`config.mk`:
```
export PLATFORM = sky130hd
export DESIGN_NAME = proximity_filter
export DESIGN_NICKNAME = d
export VERILOG_FILES = /design/src/rtl/proximity_filter.sv
export SDC_FILE = /design/constraint.sdc
export NUM_CORES = 1
export LEC_CHECK = 0
export BUFFER_PORTS_ARGS = -buffer_cell sky130_fd_sc_hd__buf_2
export CORE_MARGIN = 4
export CORE_UTILIZATION = 58
export CTS_BUF_LIST = sky130_fd_sc_hd__clkbuf_8
export CTS_CLUSTER_SIZE = 28
export DETAILED_ROUTE_END_ITERATION = 8
export PLACE_DENSITY = 0.86
export RECOVER_POWER = 50
export SLEW_MARGIN = 30
export SYNTH_ARGS = -nofsm -noshare
export SYNTH_HDL_FRONTEND = slang
export SYNTH_SLANG_ARGS = --single-unit
```
`constraint.sdc`:
```
create_clock -name clk -period 4.2 [get_ports clk]
set_input_delay 0.21 -clock clk [delete_from_list [all_inputs] [get_ports clk]]
set_output_delay 0.21 -clock clk [all_outputs]
set_load 0.05 [all_outputs]
```
`src/rtl/proximity_filter.sv`:
```
// rtl/proximity_filter.sv - moving-average distance filter with hysteresis near alarm and stale watchdog
// Optional feature macro: PROX_ZERO_REJECT_EN (ignore zero-distance echo failures)
module proximity_filter #(
  parameter int DIST_W      = 18,
  parameter int WIN_LOG2    = 2,
  parameter int NEAR_TH     = 100,
  parameter int FAR_TH      = 120,
  parameter int TIMEOUT_CYC = 50000
) (
  input  logic              clk,
  input  logic              rst,
  input  logic              sample_valid,
  input  logic [DIST_W-1:0] distance,
  output logic [DIST_W-1:0] avg_distance,
  output logic              avg_valid,
  output logic              near,
  output logic              stale
);

  localparam int N     = 1 << WIN_LOG2;
  localparam int SUM_W = DIST_W + WIN_LOG2;
  localparam int WD_W  = $clog2(TIMEOUT_CYC + 1);
  localparam logic [WD_W-1:0]     WD_MAX = WD_W'(TIMEOUT_CYC);
  localparam logic [WIN_LOG2-1:0] LAST   = WIN_LOG2'(N - 1);
  localparam logic [DIST_W-1:0]   NEAR_V = DIST_W'(NEAR_TH);
  localparam logic [DIST_W-1:0]   FAR_V  = DIST_W'(FAR_TH);

  typedef enum logic [1:0] {FILL, RUN, STALE} state_t;

  state_t              state, state_next;
  logic                accept;
  logic                timeout;
  logic                fire;
  logic                s1_valid;
  logic [DIST_W-1:0]   s1_dist;
  logic                s2_valid;
  logic [DIST_W-1:0]   buffer [N];
  logic [WIN_LOG2-1:0] wp;
  logic [WIN_LOG2-1:0] fill_cnt;
  logic [SUM_W-1:0]    sum;
  logic [SUM_W-1:0]    sum_next;
  logic [DIST_W-1:0]   avg_next;
  logic [WD_W-1:0]     wd;

`ifdef PROX_ZERO_REJECT_EN
  assign accept = sample_valid && (distance != '0);
`else
  assign accept = sample_valid;
`endif

  // A sample on the timeout edge keeps the sensor alive, so timeout requires no accept
  assign timeout  = (wd == WD_MAX) && !accept && (state != STALE);
  assign fire     = s1_valid && !timeout &&
                    ((state == RUN) || ((state == FILL) && (fill_cnt == LAST)));
  assign sum_next = sum - SUM_W'(buffer[wp]) + SUM_W'(s1_dist);
  assign avg_next = sum[SUM_W-1:WIN_LOG2];

  // Next-state: timeout dominates, otherwise the registered sample advances the fill/run flow
  always_comb begin
    state_next = state;
    if (timeout) begin
      state_next = STALE;
    end else if (s1_valid) begin
      case (state)
        FILL:    state_next = (fill_cnt == LAST) ? RUN : FILL;
        RUN:     state_next = RUN;
        STALE:   state_next = FILL;
        default: state_next = FILL;
      endcase
    end
  end

  // State register
  always_ff @(posedge clk or posedge rst) begin
    if (rst) state <= FILL;
    else     state <= state_next;
  end

  // Watchdog: clears on accepted samples, otherwise counts up and saturates
  always_ff @(posedge clk or posedge rst) begin
    if (rst)             wd <= '0;
    else if (accept)     wd <= '0;
    else if (wd != WD_MAX) wd <= wd + 1'b1;
  end

  // Stage 1: capture the accepted sample
  always_ff @(posedge clk or posedge rst) begin
    if (rst) begin
      s1_valid <= 1'b0;
      s1_dist  <= '0;
    end else begin
      s1_valid <= accept;
      s1_dist  <= distance;
    end
  end

  // Stage 2: circular buffer and running sum; a timeout wipes the window
  always_ff @(posedge clk or posedge rst) begin
    if (rst) begin
      for (int i = 0; i < N; i++) buffer[i] <= '0;
      sum      <= '0;
      wp       <= '0;
      fill_cnt <= '0;
    end else if (timeout) begin
      for (int i = 0; i < N; i++) buffer[i] <= '0;
      sum      <= '0;
      wp       <= '0;
      fill_cnt <= '0;
    end else if (s1_valid) begin
      buffer[wp] <= s1_dist;
      sum        <= sum_next;
      wp         <= wp + 1'b1;
      if (state != RUN) fill_cnt <= fill_cnt + 1'b1;
    end
  end

  // Stage 3: publish the average, evaluate hysteresis, and drive the stale flag
  always_ff @(posedge clk or posedge rst) begin
    if (rst) begin
      s2_valid     <= 1'b0;
      avg_valid    <= 1'b0;
      avg_distance <= '0;
      near         <= 1'b0;
      stale        <= 1'b0;
    end else begin
      s2_valid  <= fire;
      avg_valid <= s2_valid && !timeout;
      if (timeout) begin
        near  <= 1'b0;
        stale <= 1'b1;
      end else begin
        if (s1_valid && (state == STALE)) stale <= 1'b0;
        if (s2_valid) begin
          avg_distance <= avg_next;
          if (avg_next < NEAR_V)     near <= 1'b1;
          else if (avg_next > FAR_V) near <= 1'b0;
        end
      end
    end
  end

endmodule

```
======== After elaboration in Yosys (flattened, before gate mapping) ========
Index checks and enable logic that the tools add are counted.
cells by class
  muxes and demuxes ....................... 27
  bitwise operators ....................... 2
  divide/modulo/power cells ............... 0
  add/subtract/negate cells ............... 5
  multiply operators ...................... 0
  equality and inequality tests ........... 7
  shift-type cells ........................ 0
  $lt $le $gt $ge ......................... 4
  reduce and logical (&&, ||, !) cells .... 21
operators by type and width
  cell                   number
  $mux 72                2
  $bwmux 72              1
  $mux 18                3
  $mux 20                2
  $bmux 18 s2            1
  $demux 18 s2           1
  $mux 16                2
  $add 20x18->20         1
  $sub 20x18->20         1
  $gt 18x7->1 const B    1
  $lt 18x7->1 const B    1
  $add 16x1->16 const B  1
  $eq 16x16->1 const B   1
  $ne 16x16->1 const B   1
  $mux 2                 7
  $reduce_bool 2->1      5
  $logic_and 1x1->1      8
  $mux 1                 7
  $reduce_and 2->1       3
  $add 2x1->2 const B    2
  $eq 2x2->1 const B     2
  $ge 3x3->1 const B     1
  $lt 3x1->1 const B     1
  $not 2->3              1
  9 further kinds        10
storage, ports and cells
  RAM bits ................................ 0
  memories kept ........................... 0
  memory bits (read-only) ................. 0
  flip-flop bits (word level) ............. 155
  bits in latches ......................... 0
  bits of input ports ..................... 21
  output and inout bits ................... 21

======== Longest topological paths before layout ========
  depth in word-level cells ............... 8
  gate-level depth with buffers ........... 13
  gate-level depth less buffers ........... 12

======== Worst setup path before layout ========
Ideal clock, no wire load.
  path type ............................... register -> register
  start ................................... register wp[0]
  end ..................................... register sum[18]
  clock period less this slack ............ 3.542 ns
  cell stages (with the launch flop) ...... 13
  required time ........................... 4.069 ns
  setup time .............................. 0.131 ns
  arrival time ............................ 3.410 ns
  buffers on the path ..................... 1
  path slack .............................. 0.658 ns
  path through ............................ dfrtp_1 buf_2 mux4_2 fa_1 inv_1 fa_1 a21o_2 and4_1 o2111ai_1 nand2_1 or3_1 a31oi_1 nor2_1
between the ends
  longest elaborated chain between the ends .. 8
ends and longest elaborated chain
  what                                        RTL line  source
  start, declared                             38        logic [WIN_LOG2-1:0] wp;
  start signal, assigned                      112       wp <= wp + 1'b1;
  $not 2->3 (implied by the code)             55        assign sum_next = sum - SUM_W'(buffer[wp]) + SUM_W'(s1_dist);
  $bmux 18 s2                                 55
  $mux 18 (implied by the code) (2 in a row)  55
  $sub 20x18->20                              55
  $add 20x18->20                              55
  $mux 20                                     109       end else if (s1_valid) begin
  $mux 20                                     104       end else if (timeout) begin
  end signal, assigned                        111       sum <= sum_next;
  end, declared                               40        logic [SUM_W-1:0] sum;
No other way between the ends. The select of a mux whose other input is x is not followed.
A chain may end at the register's enable or synchronous reset.

======== Final worst setup path ========
  start ................................... register wp[1]
  end ..................................... register sum[19]
Same word-level chain as after synthesis.

==> results.toml <==
[status]
status = "complete, but fails checks"
violations = "hold timing"

[timing]
finalClockSkew_ps = 16.9
whs_ps = -41.6
worst_pin_slew_ps = 866
slew_violations = 0
min_period_ps = 3800
setup_viol_count_final = 0
setup-tns-final_ps = 0
hold_viol = 8
min_period_over_period_pct = 90.5
rsz0062_at_grt = "false"
slew-limit-headroom_pct = 42.3
max_freq_mhz = 263

[clocking]
cts.sinks = 155
clk_pin_slew_worst_paths_ps = 90
cts.repair.resized = 0
cts_root_buffer = "clkbuf_8"
cts_tree = "built"
cts_made_buffers = 17
max-clock-path-buffers = 2
clk_latency_ps = 470
cts_setup_buffers = 0
htree_levels = 4

[logic_synthesis]
ys_top_cells_by_area = "dfrtp_1 (47%), a21oi_1 (6.0%), nand2_1 (5.5%)"
synth-edff-count = 0
synthDistinctLibCells = 59
ys_ff_latch = 155
yosysSeqAreaShare_pct = 46.8
synthAdderAreaFrac_pct = 8.73
synth_top_family_by_area = "simple AND/OR/NAND/NOR gates"
synthSimpleGateAreaFrac_pct = 17.0
synthArstFlopShare_pct = 100
synthMuxAreaShare_pct = 6.24
yosysTopAreaCell = "dfrtp_1"
yosys_warnings = 0
syn_avg_cell_area_um2 = 9.54
synth-xor-area-share_pct = 2.43
postSynthCellCount = 869
synthFlopType = "dfrtp_1"
synth_compound_area_share_pct = 12.5
synth_nets = 937
synthesis.area_mm2 = 0.00829
synth_top_area_share_pct = 46.8

[grt]
grt_usage_pct = 23.9
antenna_found_initial = 0
grt_pass1_vias = 6288
grt_first_pass_wirelength_mm = 31.3
overflow = 0
grt_max_degree = 156

[die]
io_pins = 42
die-width_um = 128
initial_core_util_pct = 59.5
std_cell_rows = 43
core-area_mm2 = 0.0139
die_area_mm2 = 0.0163
die_h_um = 128

[worst_setup_path]
cp-start-kind = "flop"
cp.arrival_ps = 4180
reg2reg_depth = 12
critPathRequiredTime_ps = 4580
path_class = "reg -> reg"
cp_max_fo = 12
crit_path_end_kind = "flop"

[placement]
dpl.cell_count = 1054
numPortBuffers = 41
place_hpwl_mm = 12.1
place_congestion = 0.875

[routing]
drc = 0
drtPass1Iterations = 5
drt_iter0_drc = 756
num_vias = 6462
ant_nets = 0
routed_via_density = 5.85
wire_per_inst_um = 16.3
wl_mm = 18.0

[final_layout]
layout-drive-gt1-share_pct = 12.1
final_nets = 979
instances_no_fill = 1104
fillers = 1050
area_growth_pct = 11.2
antenna_cells = 0

[worst_hold_path]
hp-class = "in -> async"

[run]
maxCapViolCount = 0
[synth_stat cells, types with 2 or more instances]
master and instances:
buf_4 5, o21ai_1 2, o2bb2ai_1 2, o22ai_1 3, clkbuf_1 28, ha_1 29
o21ai_0 42, o21a_1 3, xnor2_1 9, nand3_1 86, a31oi_1 4, nand3b_1 2
and3_1 5, nor4_1 2, or3_1 8, a21o_1 2, inv_1 82, mux2i_1 10
nor3_1 7, mux4_2 18, o2111ai_1 2, dfrtp_1 155, xor2_1 14, a21oi_2 2
a211oi_1 7, fa_1 18, a21oi_1 99, nand4_1 8, buf_2 9, and4_1 4
nor2_1 49, and2_1 3, nand2_1 122, nand2b_1 2, clkbuf_2 2
[final timing paths]
kind,from,to,slack (ps)
max reg2reg,wp[1],sum[19],400
min,rst,wd[4],-40
max,wp[1],sum[19],400
min reg2reg,avg_distance[1],avg_distance[1],480
min in group clk,sample_valid,s1_valid,220
max in group asynchronous,rst,s1_valid,3580
[placed cells by master, fill, tap and decap left out, types with 4 or more instances in the layout]
cell type,n
a211oi_1,7
a21oi_1,99
a31oi_1,4
and3_1,5
and4_1,4
buf_2,40
buf_4,6
clkbuf_8,20
clkinv_4,4
dfrtp_1,154
dlygate4sd3_1,18
fa_1,18
ha_1,29
inv_1,82
mux2i_1,10
mux4_2,18
nand2_1,122
nand3_1,86
nand4_1,8
nor2_1,48
nor3_1,7
o21ai_0,42
or3_1,8
xnor2_1,9
xor2_1,14
[sequential cells by signal (all words and copies together), names as in the netlist]
name / flops
wp: 2
state: 2
avg_valid: 1
near: 1
stale: 1
s1_dist: 18
s1_valid: 1
wd: 16
s2_valid: 1
sum: 20
fill_cnt: 2
avg_distance: 18
buffer: 72
[metal layers]
| metal | part of all wire, % | GRT usage (%) |
|---|---|---|
| met5 | 0 | 0 |
| met3 | 8.3 | 5.73 |
| met4 | 1.4 | 6.81 |
| met1 | 45 | 35.9 |
| met2 | 45 | 35.1 |
[critical path: stages, from the launching register on]
cell and delay (ps):
dfrtp_1 670, buf_4 290, mux4_2 350, fa_1 500, inv_1 40, ha_1 360, nand3_1 140, nor4_1 360
nor2_1 160, a31oi_1 300, a41oi_2 170, xnor2_1 150, a211oi_1 210
[layout make-up]
type / count / area [um2] / share of cell area (%)
Tap cell: 180 / 225 / 2.44
Clock buffer: 20 / 275 / 2.99
Timing Repair Buffer: 68 / 489 / 5.31
Inverter: 83 / 313 / 3.39
Clock inverter: 12 / 138 / 1.49
Multi-Input combinational cell: 586 / 3890 / 42.3
Sequential cell: 155 / 3880 / 42.1
[kinds of logic (layout without fill, tap and decap cells)]
group,after synthesis,after routing
XOR/XNOR,23,23
buffers and inverters,128,183
adder cells (fa/ha/maj),47,47
flip-flops,155,155
AND/OR/NAND/NOR,306,306
multiplexers,29,29
AO/OA/AOI/OAI,181,181
[metrics by stage]
| step | util (%) | hold WS (ps) | worst slack, ps | area, um2 |
|---|---|---|---|---|
| 2_1_floorplan | - | 241 | 658 | 8290 |
| 3_3_place_gp | 61.9 | 318 | 604 | 8630 |
| 3_5_place_dp | 61.9 | 319 | 527 | 8630 |
| 4_1_cts | 66.2 | 14.7 | 437 | 9220 |
| 5_1_grt | 66.1 | 81.1 | 114 | 9220 |
| 6_report | 66.1 | -41.6 | 400 | 9220 |
[repair_timing]
action / CTS / global route
endpoints found under the setup margin: 0 / 0
hold endpoints to repair: 18 / 0
hold buffers: 18 / 0
Power is left out: the tool's default activity adds up to more than one toggle a clock period on the data nets, which glitch-free logic cannot reach.
